`src/rtl/puf_seed_collector_pkg.sv`:
```
// puf_seed_collector_pkg: shared FSM states, default seed/pass sizes and vote-counter width helper
package puf_seed_collector_pkg;
  localparam int DEFAULT_NUM_BITS  = 32;
  localparam int DEFAULT_NUM_READS = 5;
  typedef enum logic [2:0] {
    IDLE    = 3'd0,
    COLLECT = 3'd1,
    VOTE    = 3'd2,
    CHECK   = 3'd3,
    LOAD    = 3'd4,
    RUN     = 3'd5,
    DONE    = 3'd6,
    ERROR   = 3'd7
  } state_t;
  function automatic int vote_cnt_width(input int num_reads);
    return $clog2(num_reads + 1);
  endfunction
endpackage

```
`src/rtl/puf_vote_bank.sv`:
```
// puf_vote_bank: per-bit vote counters, registered majority seed and unstable-bit count
// Ports: i_Clk/i_Reset; clr zeroes counters, inc adds puf_bit into counter[bit_idx];
// vote latches seed_data (majority) and unstable_count (only with PUF_STABILITY_CHECK_EN, else 0).
module puf_vote_bank
  import puf_seed_collector_pkg::*;
#(
  parameter int  NUM_BITS  = DEFAULT_NUM_BITS,
  parameter int  NUM_READS = DEFAULT_NUM_READS,
  localparam int BW        = $clog2(NUM_BITS),
  localparam int UW        = $clog2(NUM_BITS + 1)
) (
  input  logic                i_Clk,
  input  logic                i_Reset,
  input  logic                clr,
  input  logic                inc,
  input  logic [BW-1:0]       bit_idx,
  input  logic                puf_bit,
  input  logic                vote,
  output logic [NUM_BITS-1:0] seed_data,
  output logic [UW-1:0]       unstable_count
);
  localparam int CW = vote_cnt_width(NUM_READS);
  logic [CW-1:0]       cnt [NUM_BITS];
  logic [NUM_BITS-1:0] maj;
  always_ff @(posedge i_Clk)
    if (i_Reset || clr) cnt <= '{default: '0};
    else if (inc) cnt[bit_idx] <= cnt[bit_idx] + CW'(puf_bit);
  for (genvar j = 0; j < NUM_BITS; j++) begin : g_maj
    assign maj[j] = cnt[j] > CW'(NUM_READS / 2);
  end
  always_ff @(posedge i_Clk)
    if (i_Reset) seed_data <= '0;
    else if (vote) seed_data <= maj;
`ifdef PUF_STABILITY_CHECK_EN
  logic [UW-1:0] unst_n;
  always_comb begin
    unst_n = '0;
    for (int j = 0; j < NUM_BITS; j++)
      unst_n = unst_n + UW'(cnt[j] != '0 && cnt[j] != CW'(NUM_READS));
  end
  always_ff @(posedge i_Clk)
    if (i_Reset) unstable_count <= '0;
    else if (vote) unstable_count <= unst_n;
`else
  assign unstable_count = '0;
`endif
endmodule

```
`src/rtl/puf_seed_collector.sv`:
```
// puf_seed_collector: collects NUM_READS serial PUF passes, majority-votes a seed and hands it to an LFSR stage
// Ports: i_Clk/i_Reset (sync, active-high); i_Start; PUF stream i_Puf_Valid/i_Puf_Bit/o_Puf_Ready;
// o_Seed_Data; LFSR handshake o_Lfsr_Enable/o_Lfsr_Reset/i_Lfsr_Done; status o_Done/o_Error/o_Unstable_Count.
// Build option PUF_STABILITY_CHECK_EN enables o_Unstable_Count (tied 0 otherwise).
module puf_seed_collector
  import puf_seed_collector_pkg::*;
#(
  parameter int NUM_BITS  = DEFAULT_NUM_BITS,
  parameter int NUM_READS = DEFAULT_NUM_READS
) (
  input  logic                             i_Clk,
  input  logic                             i_Reset,
  input  logic                             i_Start,
  input  logic                             i_Puf_Valid,
  input  logic                             i_Puf_Bit,
  output logic                             o_Puf_Ready,
  output logic [NUM_BITS-1:0]              o_Seed_Data,
  output logic                             o_Lfsr_Enable,
  output logic                             o_Lfsr_Reset,
  input  logic                             i_Lfsr_Done,
  output logic                             o_Done,
  output logic                             o_Error,
  output logic [$clog2(NUM_BITS+1)-1:0]    o_Unstable_Count
);
  localparam int BW = $clog2(NUM_BITS);
  localparam int PW = $clog2(NUM_READS);
  state_t        state, state_n;
  logic [BW-1:0] bit_idx;
  logic [PW-1:0] pass_idx;
  logic          start, xfer, bit_wrap, last;
  assign start    = i_Start && (state == IDLE || state == DONE || state == ERROR);
  assign xfer     = i_Puf_Valid && o_Puf_Ready;
  assign bit_wrap = bit_idx == BW'(NUM_BITS - 1);
  assign last     = bit_wrap && pass_idx == PW'(NUM_READS - 1);
  always_comb begin
    state_n = state;
    case (state)
      IDLE, DONE, ERROR: state_n = i_Start ? COLLECT : state;
      COLLECT:           state_n = xfer && last ? VOTE : COLLECT;
      VOTE:              state_n = CHECK;
      CHECK:             state_n = &o_Seed_Data ? ERROR : LOAD;
      LOAD:              state_n = RUN;
      RUN:               state_n = i_Lfsr_Done ? DONE : RUN;
      default:           state_n = IDLE;
    endcase
  end
  always_ff @(posedge i_Clk)
    if (i_Reset) begin
      state    <= IDLE;
      bit_idx  <= '0;
      pass_idx <= '0;
    end else begin
      state <= state_n;
      if (start) begin
        bit_idx  <= '0;
        pass_idx <= '0;
      end else if (xfer) begin
        bit_idx  <= bit_wrap ? '0 : bit_idx + BW'(1);
        pass_idx <= bit_wrap ? pass_idx + PW'(1) : pass_idx;
      end
    end
  assign o_Puf_Ready   = state == COLLECT;
  assign o_Lfsr_Enable = state == LOAD || state == RUN;
  assign o_Lfsr_Reset  = state == LOAD;
  assign o_Done        = state == DONE;
  assign o_Error       = state == ERROR;
  puf_vote_bank #(.NUM_BITS(NUM_BITS), .NUM_READS(NUM_READS)) u_vote_bank (
    .i_Clk         (i_Clk),
    .i_Reset       (i_Reset),
    .clr           (start),
    .inc           (xfer),
    .bit_idx       (bit_idx),
    .puf_bit       (i_Puf_Bit),
    .vote          (state == VOTE),
    .seed_data     (o_Seed_Data),
    .unstable_count(o_Unstable_Count)
  );
endmodule

```
`config.mk`:
```
export PLATFORM = sky130hd
export DESIGN_NAME = puf_seed_collector
export DESIGN_NICKNAME = d
export VERILOG_FILES = /design/src/rtl/puf_seed_collector_pkg.sv /design/src/rtl/puf_vote_bank.sv /design/src/rtl/puf_seed_collector.sv
export SDC_FILE = /design/constraint.sdc
export NUM_CORES = 1
export LEC_CHECK = 0
export BUFFER_PORTS_ARGS = -buffer_cell sky130_fd_sc_hd__buf_4
export CORE_ASPECT_RATIO = 0.75
export CORE_UTILIZATION = 54
export CTS_BUF_LIST = sky130_fd_sc_hd__clkbuf_4 sky130_fd_sc_hd__clkbuf_8
export DETAILED_ROUTE_END_ITERATION = 8
export PLACE_DENSITY = 0.72
export RECOVER_POWER = 25
export SLEW_MARGIN = 0
export SYNTH_ARGS = -nofsm -noshare
export SYNTH_HDL_FRONTEND = slang
export SYNTH_SLANG_ARGS = --single-unit
```
`constraint.sdc`:
```
create_clock -name i_Clk -period 4.11 [get_ports i_Clk]
set_input_delay 0.411 -clock i_Clk [delete_from_list [all_inputs] [get_ports i_Clk]]
set_output_delay 0.411 -clock i_Clk [all_outputs]
set_load 0.01 [all_outputs]
```
Word-level counts from Yosys, hierarchy flattened
Index checks and enable logic that the tools add are counted.
{"block": "totals", "output_inout_bits": 43, "in_bits": 6, "register_bits": 139, "word_cells": 110}
{"block": "op_classes", "n_eq_ne": 10, "bitwise_logic": 1, "n_reduce_logical": 14, "mux": 12, "order_cmp": 34, "add_sub_neg": 3}
{"op": "$bwmux W96", "n": 1}
{"op": "$gt A3 B2 Y1 const B", "n": 32}
{"op": "$reduce_and A32 Y1", "n": 1}
{"op": "$pmux W3 S6", "n": 1}
{"op": "$bmux W3 S5", "n": 1}
{"op": "$demux W3 S5", "n": 1}
{"op": "$eq A3 B3 Y1 const B", "n": 5}
{"op": "$mux W3", "n": 4}
{"op": "$eq A3 B2 Y1 const B", "n": 2}
{"op": "$ge A6 B6 Y1 const B", "n": 1}
{"op": "$lt A6 B1 Y1 const B", "n": 1}
{"op": "$mux W2", "n": 3}
{"op": "$not A5 Y6", "n": 1}
{"op": "$add A5 B1 Y5 const B", "n": 1}
{"op": "$eq A5 B5 Y1 const B", "n": 1}
{"op": "$logic_and A1 B1 Y1", "n": 5}
{"op": "$mux W5", "n": 1}
{"op": "$logic_or A1 B1 Y1", "n": 4}
{"op": "$add A3 B1 Y3", "n": 1}
{"op": "$add A3 B1 Y3 const B", "n": 1}
{"op": "$eq A3 B1 Y1 const B", "n": 1}
{"op": "$logic_not A3 Y1", "n": 1}
{"op": "$reduce_or A3 Y1", "n": 1}
{"op": "$ne A2 B2 Y1 const B", "n": 1}
{"op": "2 further kinds", "n": 2}

Logic depth before layout (Yosys ltp)
Gate-level depths: netlist of the first run.
{"block": "depth", "word_depth": 6, "mapped_depth": 15, "mapped_depth_nobuf": 9}

Hierarchy
From an unflattened synthesis of the first run, not the netlist that was laid out.
{"block": "unflattened", "hier_cells": 828, "area_unflattened_um2": 6934.2}
{"mod": "puf_vote_bank", "cells_each": 732, "seq_area_each_um2": 2562.5, "n_inst": 1, "area_each_um2": 6148.4}
{"mod": "puf_seed_collector", "cells_each": 96, "seq_area_each_um2": 220.2, "n_inst": 1, "area_each_um2": 785.8}

Worst setup path after synthesis of the first run
Ideal clock, no wire load.
{"block": "synth_timing", "kind": "flip-flop to flip-flop", "startpoint": "register bit_idx[1]", "endpoint": "register u_vote_bank.cnt[11] in the netlist's numbering", "synth_period_minus_slack_ns": 3.244, "t_required_ns": 3.983, "slack_ns": 0.866, "stages_incl_launch_ff": 16, "n_path_buf": 6, "setup_time_ns": 0.127, "arrival_time_ns": 3.117, "cell_sequence": "dfxtp_1 > buf_2 > buf_6 > buf_2 > mux4_2 > mux4_2 > nor2_1 > a31oi_1 > a221o_1 > ha_1 > ha_1 > clkbuf_1 > clkbuf_1 > clkbuf_1 > nand4_1 > o211ai_1"}
{"block": "synth_between", "elab_chain_cells": 6, "word_cells_on_any_way": 11, "cone_classes": "1 x add/sub; 2 x order compare; 6 x mux; 1 x bitwise; 1 x reduce/logical"}
{"item": "start, declared", "line": "puf_seed_collector.sv:28", "text": "logic [BW-1:0] bit_idx;"}
{"item": "start signal, assigned", "line": "puf_seed_collector.sv:58", "text": "bit_idx <= bit_wrap ? '0 : bit_idx + BW'(1);"}
{"item": "$not A5 Y6 (implied by the code) (*)", "line": "puf_vote_bank.sv:27", "text": "else if (inc) cnt[bit_idx] <= cnt[bit_idx] + CW'(puf_bit);"}
{"item": "$bmux W3 S5 (tied with other cells)", "line": "puf_vote_bank.sv:27"}
{"item": "$mux W3 (implied by the code) or $logic_and A1 B1 Y1 (tied branches)", "line": "puf_vote_bank.sv:27"}
{"item": "$mux W3 (implied by the code)", "line": "puf_vote_bank.sv:27"}
{"item": "$add A3 B1 Y3 or $demux W3 S5 (tied branches)", "line": "puf_vote_bank.sv:27"}
{"item": "$bwmux W96 (*)", "line": "puf_vote_bank.sv:27"}
{"item": "end signal, assigned by index", "line": "puf_vote_bank.sv:27"}
{"item": "end, declared", "line": "puf_vote_bank.sv:23", "text": "logic [CW-1:0] cnt [NUM_BITS];"}
Mark *: on every way between the ends. The rest lies on a longest branch, timed or not. The select of a mux whose other input is x is not followed.
A chain may end at the register's enable or synchronous reset.

Worst setup path in the final report of the first run
{"block": "layout_timing", "startpoint": "register bit_idx[0]", "endpoint": "register u_vote_bank.cnt[11] in the netlist's numbering"}
Same word-level chain as after synthesis.

==> impl_metrics.ini, run 1 <==
[setup_path]
cp_common_cell = ha_1
cp_slowest_cell = dfxtp_1
path_buf_inv = 1
crit_chain = mux4_1, mux4_2, nor2_1, a31oi_1, a221o_1, ha_1, ha_1, buf_12, nand2b_1, o211ai_1
worstPathRequired_ns = 4.47
path_delay_family = multiplexers
startpoint_type = flip-flop
critPathMaxFanout = 40
crit_type = reg2reg
end_kind = flip-flop
cp_slowest_stage_delay_ns = 0.79
cp.arrival_ns = 4.18

[synth]
ys.flop_type = dfxtp_1
syn-cell-area_sq_um = 7090
ys_warn_count = 0
syn_area_per_cell_sq_um = 8.92
ys_seq_area_frac = 0.392
synth.area.top_cells = dfxtp_1, mux2i_1, nor2_1
yosysTopAreaCellShare = 0.392
synthDistinctLibCells = 45
synth-edff-count = 0
synth-async-reset-ratio = 0
yosys.area.top_type = dfxtp_1
netlist_instances = 795
synth-seq-cells = 139

[floorplanning]
num_io_pins = 49
dieArea_sq_um = 13600
rows = 35
fp.dieW_um = 134
core_sq_um = 12500
die_height_um = 101
initial_core_util = 0.566

[clocking]
cts_tree = yes
htree_num_levels = 4
cts_buffers = 17
hold_buffers = 0
root_buffer = clkbuf_8
clock-sinks = 139
cts_post_setup_buffers_inserted = 0
clk_pin_slew_worst_paths_ns = 0.08
clkLatencyLatePin_ns = 0.45
clockBufferDepth = 2
post_cts_resized = 0

[placement]
portBuffers = 42
post-place-cells = 943
gp_congestion = 0.891
hpwl_um = 14100

[grt]
first_global_vias = 6096
grtUsageTotal = 0.326
gr-total-overflow = 0
grt_pass1_wl_um = 33700
antenna_found_initial = 0
grt_max_degree = 70

[routing]
wl_met1_um = 8910
drc = 0
top_layer = met4
totalWireLength_um = 21100
drtIter0Drc = 919
wl_per_cell_um = 21.7
postRouteAntennaNets = 0
met3WireLength_um = 2480
routed-wl-met2_um = 9120
vias = 6526
viasPerCell = 6.69
dr.pass1.iters = 6

[timing]
fin_crit_sh = 0.929
hold_ws_ns = 0.188
setup_viol = 0
worst_pin_slew_ns = 1.25
slew_headroom = 0.165
fin_tns_setup_ns = 0
fmax_ghz = 0.262
period_minus_slack_ns = 3.82
skew_ns = 0.0123
final_max_slew_viol_count = 0
finalHoldViolations = 0
rsz0062_at_grt = false

[finish]
antenna_cells = 0
layout.nets = 811
syn2layout_area_growth_pct = 8.38
drive_gt1_frac = 0.0927
final_common_cell = dfxtp_1
layout_common_cells = dfxtp_1, nor2_1, mux2i_1
fill_cells = 1119
final_cells = 975

[power]
p_per_area_nw_per_um2 = 330
p_comb_frac = 0.044
internal_power_w = 0.00190
power.share.sequential = 0.533
power.switching_w = 0.000632
vdd_drop_max_uv = 334
switching_share = 0.249
power_leakage_nw = 2.79
clockPowerShare = 0.422
power_w = 0.00254

[run]
max_cap_violations = 0

[min_path]
hp-class = in2reg

[run_status]
status = complete, no violations
area by class of cell:
cell class | instances | area [sq um] | share of cell area
Clock buffer | 22 | 284 | 0.0369
Clock inverter | 10 | 92.6 | 0.0120
Inverter | 6 | 22.5 | 0.00293
Multi-Input combinational cell | 570 | 3940 | 0.513
Sequential cell | 139 | 2780 | 0.362
Tap cell | 166 | 208 | 0.0270
Timing Repair Buffer | 62 | 353 | 0.0459
worst paths after layout:
| check | start | end | slack, ns | cells past startpoint |
|---|---|---|---|---|
| setup / recovery | bit_idx[0] | u_vote_bank.cnt[11] | 0.29 | 10 |
| hold / removal | i_Start | state[2] | 0.19 | 2 |
| setup reg to reg | bit_idx[0] | u_vote_bank.cnt[11] | 0.29 | 10 |
| hold reg to reg | pass_idx[1] | pass_idx[1] | 0.49 | 2 |
Yosys cell counts, types with 9 or more instances:
library cell,instances
buf_2,14
nor3_1,35
mux2i_1,80
a21oi_1,39
mux4_2,10
nand3_1,71
nand4_1,40
dfxtp_1,139
a211oi_1,32
nand2_1,10
nand2b_1,33
ha_1,9
o211ai_1,32
nor2_1,108
clkbuf_1,61
logic make-up after synthesis:
logic type,after synthesis,share of synthesized area
mux,98,0.174
fa+ha+maj,9,0.0159
compound gates,127,0.121
simple gates,328,0.234
flops,139,0.392
buf+inv,91,0.0587
xor+xnor,2,0.00247
other cells,1,0.000529
per-layer routing:
layer  global-route usage  vias up
met5                    0        -
met1                0.447     3115
met2                0.503      424
met4                0.124        0
li1                     -     2919
met3               0.0746       68
power by group through the flow:
stage          Combinational (W)  Clock, W  Sequential (W)
3_3_place_gp            0.000108         0         0.00138
3_5_place_dp            0.000110         0         0.00138
6_report                0.000113   0.00107         0.00135
2_1_floorplan          0.0000822         0         0.00138
5_1_grt                 0.000118   0.00113         0.00135
4_1_cts                 0.000110   0.00108         0.00135
registers in the layout, summed over array words and instances, names as in the netlist:
register / flops
state: 3
u_vote_bank.cnt: 96
bit_idx: 5
pass_idx: 3
u_vote_bank.seed_data: 32
stage by stage:
step / cell area (sq um) / util / setup slack (ns)
CTS: 7830 / 0.625 / 0.345
global placement: 7450 / 0.595 / 0.489
global route: 7690 / 0.614 / 0.103
detailed placement: 7450 / 0.595 / 0.409
finish: 7690 / 0.614 / 0.294
floorplan: 7110 / - / 0.866
Note: power is estimated with default switching activity, not from simulation.
==> run 2, diff against run 1 <==
Clock period 4.11 ns to 3.93 ns, I/O delays scaled along.
==> run 2 against run 1 <==
Wire length fell by 1.6%. Register-to-register slack got worse by 0.07 ns. Via count fell by 2.2%. Critical path depth fell by 1. Global-route usage fell by 0.55 points. Critical endpoint is now u_vote_bank.cnt[60].
==> impl_metrics.ini, run 2 (synthesis gave the netlist of run 1 again) <==
[finish]
multi_input_area_sq_um = 3940
reg_top3 = u_vote_bank.cnt (96), u_vote_bank.seed_data (32), bit_idx (5)
largest_register = u_vote_bank.cnt
layout_common_cells = dfxtp_1, nor2_1, mux2i_1
final_common_cell = dfxtp_1
final_area_sq_um = 7750
antenna_cells = 0
layout.nets = 812
fill_cells = 1143
final_util = 0.619
largest_reg_flops = 96
drive_gt1_frac = 0.0951
syn2layout_area_growth_pct = 9.30
area.sequential_sq_um = 2780

[routing]
drc = 0
wl_met1_um = 9210
routed-wl-met2_um = 9090
totalWireLength_um = 20800
viasPerCell = 6.54
wl_per_cell_um = 21.3
vias = 6385
met3WireLength_um = 1900
dr.pass1.iters = 8
postRouteAntennaNets = 0
drtIter0Drc = 637
top_layer = met4

[setup_path]
cp_slowest_stage_delay_ns = 0.72
crit_chain = mux4_1, mux4_2, nor2_1, a31oi_1, a221o_1, ha_1, buf_4, mux2i_1, nor2_1
cp.arrival_ns = 4.11
end_kind = flip-flop
worstPathRequired_ns = 4.34
cp_common_cell = nor2_1
crit_type = reg2reg
startpoint_type = flip-flop
cp_slowest_cell = dfxtp_1
path_buf_inv = 1
critPathMaxFanout = 20
path_delay_family = multiplexers

[grt]
grt_pass1_wl_um = 33100
grtUsageTotal = 0.320
gr-total-overflow = 0
antenna_found_initial = 0
grt_max_degree = 66
first_global_vias = 6079

[run]
max_cap_violations = 0

[power]
power_leakage_nw = 2.82
p_per_area_nw_per_um2 = 363
vdd_drop_max_uv = 211

[placement]
gp_congestion = 0.933
dpl_cell_area_sq_um = 7460
hpwl_um = 13900
dpl_worst_slack_ns = 0.282
portBuffers = 42

[timing]
fin_crit_sh = 0.943
rsz0062_at_grt = false
worst_pin_slew_ns = 1.26
final_max_slew_viol_count = 0
setup_viol = 0
skew_ns = 0.0115
finalHoldViolations = 0
slew_headroom = 0.157
fin_tns_setup_ns = 0
setup_ws_ns = 0.222
period_minus_slack_ns = 3.71
fmax_ghz = 0.270
hold_ws_ns = 0.148

[clocking]
clockBufferDepth = 2
cts_post_setup_buffers_inserted = 0
htree_num_levels = 4
cts_buffers = 17
hold_buffers = 0
clk_pin_slew_worst_paths_ns = 0.09
root_buffer = clkbuf_8
post_cts_resized = 0
clkLatencyLatePin_ns = 0.47
clock-sinks = 139
cts_tree = yes

[floorplanning]
rows = 35
die_height_um = 101
dieArea_sq_um = 13600
num_io_pins = 49
initial_core_util = 0.566
core_sq_um = 12500
fp.dieW_um = 134

[min_path]
hp-class = in2reg

[run_status]
status = complete, no violations
==> run 2: cell count changes in the layout (fill, tap and decap cells not counted) <==
cell        change
inv_6           +4
clkbuf_4        -3
buf_4           +2
bufinv_16       +2
clkinv_2        -2
clkinvlp_4      -2
clkbuf_1        -1
clkbuf_8        -1
clkinv_4        +1
inv_8           +1
==> run 2: area by class of cell <==
class	count	share of cell area
Clock buffer	18	0.0320
Clock inverter	14	0.0236
Inverter	6	0.00291
Multi-Input combinational cell	570	0.509
Sequential cell	139	0.359
Tap cell	166	0.0268
Timing Repair Buffer	63	0.0470
==> run 2: metrics by stage <==
step	power, W	std cells
6_report	0.00281	976
2_1_floorplan	0.00153	800
4_1_cts	0.00281	976
5_1_grt	0.00288	976
3_3_place_gp	0.00156	944
3_5_place_dp	0.00156	944
==> run 2: final timing paths <==
path	from	end	slack (ns)	cells past startpoint
worst max-delay path	bit_idx[0]	u_vote_bank.cnt[60]	0.22	9
worst min-delay path	i_Start	state[2]	0.15	2
worst max register to register	bit_idx[0]	u_vote_bank.cnt[60]	0.22	9
worst min register to register	pass_idx[1]	pass_idx[1]	0.49	2
==> run 2: worst reg2reg max path, cell delays in order (launching register included) <==
cell	delay, ns
dfxtp_1	0.72
mux4_1	0.68
mux4_2	0.47
nor2_1	0.12
a31oi_1	0.08
a221o_1	0.32
ha_1	0.61
buf_4	0.39
mux2i_1	0.14
nor2_1	0.12
==> run 2: metal layers <==
layer  vias up  global-route usage
li1       2931                   -
met3        49              0.0716
met4         0               0.151
met2       341               0.485
met1      3064               0.437
met5         -                   0
==> run 2: power by group <==
part / internal (W) / switching [W]
clock: 0.000659 / 0.000620
sequential: 0.00141 / 0.00000508
combinational: 0.0000307 / 0.0000882
